## config.mk

```make
export PLATFORM = sky130hd
export DESIGN_NAME = argmax_seq_flat
export DESIGN_NICKNAME = d
export VERILOG_FILES = /design/src/rtl/argmax_seq_if.sv /design/src/rtl/argmax_seq.sv /design/src/flat_wrapper.sv
export SDC_FILE = /design/constraint.sdc
export NUM_CORES = 1
export LEC_CHECK = 0
export BUFFER_PORTS_ARGS = -buffer_cell sky130_fd_sc_hd__buf_2
export CORE_ASPECT_RATIO = 1.5
export CORE_UTILIZATION = 45
export DETAILED_ROUTE_END_ITERATION = 16
export GPL_ROUTABILITY_DRIVEN = 1
export MAX_ROUTING_LAYER = met4
export PLACE_DENSITY = 0.74
export RECOVER_POWER = 25
export SLEW_MARGIN = 20
export SYNTH_ARGS = -nofsm -noshare
export SYNTH_HDL_FRONTEND = slang
export SYNTH_SLANG_ARGS = --single-unit
```

## constraint.sdc

```tcl
create_clock -name clk -period 4.9 [get_ports clk]
set_input_delay 1.47 -clock clk [delete_from_list [all_inputs] [get_ports clk]]
set_output_delay 1.47 -clock clk [all_outputs]
set_load 0.05 [all_outputs]
```

## src/rtl/argmax_seq_if.sv

```systemverilog
// argmax_seq_if: handshake and result bundle for the argmax classifier stage.
//   start    - single-cycle scan request (master -> slave)
//   scores   - NUM signed logits, valid while start is high (master -> slave)
//   busy     - scan in progress (slave -> master)
//   ready    - result valid, held until the next accepted start (slave -> master)
//   classes  - one-hot winner (slave -> master)
//   index    - binary winner index (slave -> master)
//   max_val  - winning score (slave -> master)
//   margin   - winner minus runner-up, DATA_WIDTH+1 bits (slave -> master)
interface argmax_seq_if #(
    parameter int unsigned DATA_WIDTH = 32,
    parameter int unsigned NUM        = 10,
    parameter int unsigned IDX_W      = 4
);
    logic                         start;
    logic signed [DATA_WIDTH-1:0] scores [0:NUM-1];
    logic                         busy;
    logic                         ready;
    logic [NUM-1:0]               classes;
    logic [IDX_W-1:0]             index;
    logic signed [DATA_WIDTH-1:0] max_val;
    logic signed [DATA_WIDTH:0]   margin;

    modport master (
        output start, scores,
        input  busy, ready, classes, index, max_val, margin
    );

    modport slave (
        input  start, scores,
        output busy, ready, classes, index, max_val, margin
    );
endinterface

```

## src/rtl/argmax_seq.sv

```systemverilog
// argmax_seq: sequential argmax over NUM signed logits.
// Snapshots the scores on start, scans one per cycle with a single comparator,
// then holds a one-hot class vector, binary index and winning score in DONE.
// Ports:
//   clk   - system clock, rising edge
//   reset - synchronous, active-high
//   bus   - argmax_seq_if.slave (start/scores in; busy/ready/classes/index/
//           max_val/margin out)
// Optional feature: define ARGMAX_MARGIN_EN to track the runner-up and report
// margin = max_val - runner_up; otherwise margin is tied to zero.
module argmax_seq #(
    parameter int unsigned DATA_WIDTH = 32,
    parameter int unsigned NUM        = 10,
    parameter int unsigned IDX_W      = 4
) (
    input  logic         clk,
    input  logic         reset,
    argmax_seq_if.slave  bus
);
    localparam logic signed [DATA_WIDTH-1:0] MOST_NEG = {1'b1, {(DATA_WIDTH-1){1'b0}}};
    localparam logic [IDX_W-1:0]             LAST_CNT = IDX_W'(NUM - 1);

    typedef enum logic [1:0] {IDLE, SCAN, DONE} state_t;

    state_t state, next_state;
    logic   load, step, last;

    logic signed [DATA_WIDTH-1:0] snap [NUM];
    logic [IDX_W-1:0]             cnt;
    logic signed [DATA_WIDTH-1:0] best, cand, best_nx;
    logic [IDX_W-1:0]             best_idx, idx_nx;
    logic                         gt;

    logic                         busy_q, ready_q;
    logic [NUM-1:0]               classes_q;
    logic [IDX_W-1:0]             index_q;
    logic signed [DATA_WIDTH-1:0] max_q;

    // State register
    always_ff @(posedge clk) begin
        if (reset) state <= IDLE;
        else       state <= next_state;
    end

    // Next-state and control strobes
    always_comb begin
        next_state = state;
        load       = 1'b0;
        step       = 1'b0;
        last       = 1'b0;
        unique case (state)
            IDLE, DONE: begin
                if (bus.start) begin
                    load = 1'b1;
                    if (NUM == 1) next_state = DONE;
                    else          next_state = SCAN;
                end
            end
            SCAN: begin
                step = 1'b1;
                if (cnt == LAST_CNT) begin
                    last       = 1'b1;
                    next_state = DONE;
                end
            end
            default: next_state = IDLE;
        endcase
    end

    // Single comparator: strict greater-than keeps the lowest index on ties
    always_comb begin
        cand    = snap[cnt];
        gt      = (cand > best);
        best_nx = gt ? cand : best;
        idx_nx  = gt ? cnt  : best_idx;
    end

`ifdef ARGMAX_MARGIN_EN
    logic signed [DATA_WIDTH-1:0] second, second_nx;
    logic signed [DATA_WIDTH:0]   margin_q;

    // Runner-up takes the displaced best, or the candidate if it beats runner-up
    always_comb begin
        if (gt)                  second_nx = best;
        else if (cand > second)  second_nx = cand;
        else                     second_nx = second;
    end

    always_ff @(posedge clk) begin
        if (reset) begin
            second   <= '0;
            margin_q <= '0;
        end else if (load) begin
            second <= MOST_NEG;
            if (NUM == 1)
                margin_q <= {bus.scores[0][DATA_WIDTH-1], bus.scores[0]} - {1'b1, MOST_NEG};
            else
                margin_q <= '0;
        end else if (step) begin
            second <= second_nx;
            if (last)
                margin_q <= {best_nx[DATA_WIDTH-1], best_nx} - {second_nx[DATA_WIDTH-1], second_nx};
        end
    end

    assign bus.margin = margin_q;
`else
    assign bus.margin = '0;
`endif

    // Snapshot, scan datapath and registered results
    always_ff @(posedge clk) begin
        if (reset) begin
            for (int i = 0; i < int'(NUM); i++) snap[i] <= '0;
            cnt       <= '0;
            best      <= '0;
            best_idx  <= '0;
            busy_q    <= 1'b0;
            ready_q   <= 1'b0;
            classes_q <= '0;
            index_q   <= '0;
            max_q     <= '0;
        end else if (load) begin
            snap     <= bus.scores;
            best     <= bus.scores[0];
            best_idx <= '0;
            index_q  <= '0;
            if (NUM == 1) begin
                cnt       <= '0;
                busy_q    <= 1'b0;
                ready_q   <= 1'b1;
                classes_q <= NUM'(1);
                max_q     <= bus.scores[0];
            end else begin
                cnt       <= IDX_W'(1);
                busy_q    <= 1'b1;
                ready_q   <= 1'b0;
                classes_q <= '0;
                max_q     <= '0;
            end
        end else if (step) begin
            best     <= best_nx;
            best_idx <= idx_nx;
            if (last) begin
                cnt       <= '0;
                busy_q    <= 1'b0;
                ready_q   <= 1'b1;
                index_q   <= idx_nx;
                classes_q <= NUM'(1) << idx_nx;
                max_q     <= best_nx;
            end else begin
                cnt <= cnt + IDX_W'(1);
            end
        end
    end

    assign bus.busy    = busy_q;
    assign bus.ready   = ready_q;
    assign bus.classes = classes_q;
    assign bus.index   = index_q;
    assign bus.max_val = max_q;
endmodule
```

## src/flat_wrapper.sv

```systemverilog
// flat-port wrapper written by rule: the top's interface ports become plain ports
module argmax_seq_flat 
#(
    parameter int unsigned DATA_WIDTH = 32,
    parameter int unsigned NUM        = 10,
    parameter int unsigned IDX_W      = 4
)
  (clk, reset, bus_start, bus_scores, bus_busy, bus_ready, bus_classes, bus_index, bus_max_val, bus_margin);
  argmax_seq_if #(.DATA_WIDTH(DATA_WIDTH), .NUM(NUM), .IDX_W(IDX_W)) bus_i ();
  input  logic clk;
  input  logic reset;
  input wire logic [$bits(bus_i.start)-1:0] bus_start;
  input wire logic [$bits(bus_i.scores)-1:0] bus_scores;
  output wire logic [$bits(bus_i.busy)-1:0] bus_busy;
  output wire logic [$bits(bus_i.ready)-1:0] bus_ready;
  output wire logic [$bits(bus_i.classes)-1:0] bus_classes;
  output wire logic [$bits(bus_i.index)-1:0] bus_index;
  output wire logic [$bits(bus_i.max_val)-1:0] bus_max_val;
  output wire logic [$bits(bus_i.margin)-1:0] bus_margin;
  assign bus_i.start = bus_start;
  assign bus_i.scores = {>>{bus_scores}};
  assign bus_busy = bus_i.busy;
  assign bus_ready = bus_i.ready;
  assign bus_classes = bus_i.classes;
  assign bus_index = bus_i.index;
  assign bus_max_val = bus_i.max_val;
  assign bus_margin = bus_i.margin;
  argmax_seq #(.DATA_WIDTH(DATA_WIDTH), .NUM(NUM), .IDX_W(IDX_W)) u_core (.clk(clk), .reset(reset), .bus(bus_i));
endmodule
```

==> results of run 1 <==
## through the flow
| step | std cells | hold WS, ns | power [W] | cell area (um^2) |
|---|---|---|---|---|
| floorplan | 2255 | 0.433 | 0.00481 | 18800 |
| global placement | 2950 | 0.440 | 0.00527 | 20600 |
| detailed placement | 2950 | 0.444 | 0.00530 | 20600 |
| CTS | 3020 | 0.453 | 0.00845 | 21900 |
| global route | 3026 | 0.471 | 0.00873 | 21900 |
| finish | 3026 | 0.453 | 0.00842 | 21900 |
## cells in the mapped netlist, types with 3 or more instances
cell,number,area share (%)
nand2_1,664,13
dfxtp_1,410,44
a21oi_1,349,9.4
clkbuf_1,139,2.8
nor2_1,112,2.3
mux2i_1,66,3.5
mux4_2,64,7.7
o21ai_0,47,1.3
buf_4,37,1.5
ha_1,34,2.3
inv_1,34,0.68
o22ai_1,31,1.0
o311a_1,31,1.7
or3_1,31,1.0
a211oi_2,23,1.5
nor3_1,22,0.59
buf_2,21,0.56
nand4_1,13,0.44
buf_6,12,0.72
nor3_2,10,0.54
nand3_1,9,0.24
a211oi_1,8,0.32
buf_1,6,0.12
nor2b_1,5,0.17
o21a_1,4,0.16
nand2b_1,3,0.10
nand4b_1,3,0.14
## where the power goes
part / internal, W / switching, W / total [W] / leakage, nW
logic: 0.000556 / 0.000998 / 0.00155 / 4.82
registers: 0.00354 / 0.000149 / 0.00369 / 3.36
clock network: 0.00184 / 0.00133 / 0.00317 / 0.668
total: 0.00594 / 0.00248 / 0.00842 / 8.86
## routing by layer
metal	GRT usage, %	vias to the layer above	part of all wire [%]
li1	-	8043	-
met3	3.64	159	6.3
met5	-	-	0
met4	20.0	0	7.1
met1	35.8	8157	39
met2	46.9	745	48
## registers in the layout, indices dropped and copies added, names as in the netlist
signal,flops
u_core.snap,320
u_core.best,32
u_core.bus.max_val,32
u_core.bus.classes,10
u_core.best_idx,4
u_core.bus.index,4
u_core.cnt,4
u_core.state,2
u_core.bus.busy,1
u_core.bus.ready,1
## kinds of logic (layout without fill, tap and decap cells)
| logic type | Yosys count | count (layout) | share of synthesized area, % |
|---|---|---|---|
| and+or+nand+nor | 884 | 884 | 19.4 |
| AOI/OAI and AO/OA | 511 | 511 | 16.3 |
| DFF | 410 | 410 | 44.0 |
| buffers and inverters | 251 | 505 | 6.59 |
| muxes | 130 | 130 | 11.3 |
| adders and majority gates | 34 | 34 | 2.28 |
| xor gates and xnor gates | 2 | 2 | 0.0939 |
| other | 1 | 39 | 0.0201 |
## critical path: stages (launching register included)
cell	delay [ns]
dfxtp_4	0.67
buf_4	0.36
mux4_2	0.54
mux2i_1	0.32
o22ai_1	0.21
ha_1	0.37
nand4_1	0.15
nor4_2	0.42
a21boi_2	0.24
o31a_4	0.20
o21ai_4	0.07
nor2_4	0.77
a2111oi_2	0.16
## area by class of cell
cell class                 count  area share (%)
timing repair buffer         401            9.95
clock inverter                11           0.577
clock buffer                  59            5.59
antenna                        6          0.0686
tap                          511            2.92
multi-input combinational   1594            42.8
sequential                   410            37.5
inverter                      34           0.583
## final timing paths
| check | end | slack, ns |
|---|---|---|
| worst min-delay path | u_core.snap[113] | 0.45 |
| worst min register to register | u_core.snap[113] | 0.45 |
| worst max register to register | u_core.best[0] | 0.24 |
| worst max-delay path | u_core.best[0] | 0.24 |
==> reports/qor.txt, run 1 <==
Crit path from = u_core.cnt[0]
Core Region = 41000 um^2
Min-Delay Path Class = flop to flop
Starting density of the core = 45.5%
Seq/Total Area, Yosys = 44.0%
Fillers = 3836
Initial antenna violation count = 6
Final Util = 53.4%
Area Growth Syn to Fin = 17.3%
RSZ-0062 raised after global routing = false
Most frequent cells in the layout = nand2_1 (664), dfxtp_1 (407), buf_2 (368)
Die H = 251 um
Clk sinks = 410
Commonest non-fill, non-tap cell in the layout = nand2_1
WP data arrival = 5.06 ns
Cell Area, Synth = 18700 um^2
R2R Path Start = u_core.cnt[0]
Final-report hold violation count = 0
Number of synthesized register bits = 410
Row cnt = 91
TritonRoute pass-1 iters = 6
EDFF count, synth = 0
Startpoint types = flop
Final setup TNS = 0 ns
Synth unique cells = 55
Cell count of the worst reg-to-reg path = 12
Endpoints failing setup = 0
CP required = 5.29 ns
Vias in the first global route = 16.4k
Top Ports = 404
Vias/cell = 5.65
Violated checks = max-capacitance violations, max-slew violations
First-pass GRT wire length = 93600 um
Hold path depth = 2
F_max = 214 MHz
Detailed Route Iter0 Violations = 1477
RD Place Congestion = 1.04
Syn Inst Count = 2223
H-Tree Depth = 2
Die Width = 168 um
Post-DRT Antenna Nets = 0
HPWL after DPL = 44900 um
Vias = 17.1k
Register area = 8220 um^2
Max-cap viol count = 2
Status = finished, violations left
Bufs on Longest Clock Path = 3
Avg Synthesized Cell Area = 8.39 um^2
Max Slew Vio Count = 355
Synth Flop Type = dfxtp_1
Power Dens Cells = 384 nW/um^2
Final Critical Period = 4.66 ns
GRT Total Usage = 29.8%
Worst setup margin = 0.236 ns
Skew final = 0.0250 ns
Root Buffer = clkbuf_16
PortBufs = 370
Setup WS pre-CTS = 0.303 ns
Routed wire per std cell = 20.6 um
Crit Path Max Fanout = 32
CP Capture Type = flop
Die area = 42300 um^2
CTS tree = yes
Skew-Pair Late Insertion Delay = 0.56 ns
CP Class = flop to flop
Synth warn = 0
Pin count of the biggest net entering global routing = 201
Async set-reset flop share out of synthesis = 0%
Worst VDD drop = 293 uV
Remaining DRCs = 0
Area of the multi-input gates = 9370 um^2
Nets = 2838
Cts hold-fix bufs = 0
Num CTS Buffers = 40
Tcrit/Tclk final = 95.2%
Pin slew with the least headroom to its limit = 3.08 ns
CTS resizes = 0
Grt ovf = 0
Post-CTS setup buffer count = 0
Ratio of cells with drive above 1 in the final layout = 23.1%
Worst-path clk slew = 0.06 ns
Slew HR = -105%
Routed WL = 62200 um
LEAKAGE = 8.86 nW
Hold Startpoint = u_core.snap[113]
Note: power is estimated with default switching activity, not from simulation.
==> run 2: changes to the inputs <==
Settings changed: CORE_ASPECT_RATIO 1.5 to 1.75.
==> reports/qor.txt, run 2 (synthesis gave the netlist of run 1 again) <==
RSZ-0062 raised after global routing = false
Placed cells = 2991
HPWL after DPL = 45700 um
Register area = 8220 um^2
Worst-path clk slew = 0.07 ns
Final Critical Period = 4.58 ns
Min-Delay Path Class = flop to flop
Max incr delay on CP = 0.75 ns
Commonest non-fill, non-tap cell in the layout = nand2_1
Vias = 17.2k
Max Slew Vio Count = 379
Detailed Route Iter0 Violations = 1381
WP data arrival = 4.97 ns
Max FFs per register = 320
Final Non-Filler Cells = 3066
CTS tree = yes
Reg2reg setup slack = 0.32 ns
Final setup TNS = 0 ns
Die area = 42300 um^2
Fillers = 3845
Top Ports = 404
TritonRoute pass-1 iters = 5
Pin count of the biggest net entering global routing = 214
CP Class = flop to flop
Clk sinks = 410
Num CTS Buffers = 38
RD Place Congestion = 0.993
Routed wire per std cell = 20.6 um
Nets = 2838
Root Buffer = clkbuf_16
Post-DRT Antenna Nets = 0
Cells along the critical path = buf_12, buf_4, mux4_2, mux2i_1, o22ai_1, ha_1, nand2_1, nor4_2, a21boi_2, o31a_4, o21ai_4, nor2_4, a2111oi_2
Cts hold-fix bufs = 0
Row cnt = 98
Startpoint types = flop
Ratio of cells with drive above 1 in the final layout = 21.2%
PortBufs = 370
Initial antenna violation count = 7
Tcrit/Tclk final = 93.4%
CP Capture Type = flop
Core Region = 40800 um^2
Area Growth Syn to Fin = 16.8%
Vias/cell = 5.59
Endpoints failing setup = 0
CTS resizes = 0
Die H = 271 um
Worst hold slack = 0.454 ns
Skew final = 0.0277 ns
LEAKAGE = 8.61 nW
GRT Total Usage = 30.2%
Worst VDD drop = 302 uV
Slew HR = -57.4%
Pin slew with the least headroom to its limit = 2.36 ns
Starting density of the core = 45.7%
Skew-Pair Late Insertion Delay = 0.56 ns
Setup WS pre-CTS = 0.319 ns
Max-cap viol count = 4
CP max-delay cell = nor2_4
Remaining DRCs = 0
First-pass GRT wire length = 94200 um
Bufs on Longest Clock Path = 3
Power Dens Cells = 381 nW/um^2
Worst setup margin = 0.324 ns
F_max = 219 MHz
Routed WL = 63100 um
Vias in the first global route = 16.6k
Worst path bufs/invs = 2
Final-report hold violation count = 0
Status = finished, violations left
Area of the multi-input gates = 9360 um^2
Most frequent cells in the layout = nand2_1 (664), dfxtp_1 (407), a21oi_1 (349)
Biggest register = u_core.snap
H-Tree Depth = 2
Crit Path Max Fanout = 32
Violated checks = max-capacitance violations, max-slew violations
Cell family with most CP delay = simple AND/OR/NAND/NOR gates
Die Width = 156 um
CP required = 5.29 ns
Grt ovf = 0
Post-CTS setup buffer count = 0
## run 2: changes by cell type in the layout (fill, tap and decap cells not counted), sizes merged
| cell | before | now |
|---|---|---|
| buf | 398 | 350 |
| clkbuf | 62 | 107 |
| clkinv | 6 | 9 |
| inv | 36 | 38 |
| bufinv | 2 | 1 |
## run 2: tightest hold or removal path: cells and delay by family, from the launching register on
family          cells  cell delay (ns)
flops               1             0.31
compound gates      1             0.05
simple gates        1             0.05
## run 2: stage by stage
stage / util [%] / cell area [um^2] / power, W
3_3_place_gp: 50.5 / 20600 / 0.00527
6_report: 53.4 / 21800 / 0.00830
2_1_floorplan: - / 18800 / 0.00481
4_1_cts: 53.6 / 21900 / 0.00830
3_5_place_dp: 50.5 / 20600 / 0.00530
5_1_grt: 53.4 / 21800 / 0.00859
## run 2: final cells by class
cell class                      instances  share of cell area [%]
Antenna cell                            6                  0.0689
Clock buffer                           54                    5.29
Clock inverter                         15                   0.540
Inverter                               34                   0.586
Multi-Input combinational cell       1594                    43.0
Sequential cell                       410                    37.7
Tap cell                              550                    3.16
Timing Repair Buffer                  403                    9.71
## run 2: worst paths after layout
kind                    from  cells past startpoint               to
min          u_core.snap[86]                      2  u_core.snap[86]
min reg2reg  u_core.snap[86]                      2  u_core.snap[86]
max reg2reg    u_core.cnt[0]                     13   u_core.best[0]
max            u_core.cnt[0]                     13   u_core.best[0]
## run 2: power breakdown
part / switching, W / total, W / internal (W)
Combinational: 0.00100 / 0.00157 / 0.000568
Clock: 0.00134 / 0.00304 / 0.00170
Sequential: 0.000151 / 0.00369 / 0.00354
Total: 0.00249 / 0.00830 / 0.00581
## run 2: routing by layer
| layer | global-route usage, % | vias up | share of wire (%) | wire length (um) |
|---|---|---|---|---|
| li1 | - | 8074 | - | - |
| met1 | 34.5 | 8137 | 37 | 23500 |
| met2 | 48.2 | 742 | 49 | 30800 |
| met3 | 3.59 | 201 | 5.9 | 3750 |
| met4 | 23.0 | 0 | 8.1 | 5120 |
| met5 | - | - | 0 | 0 |
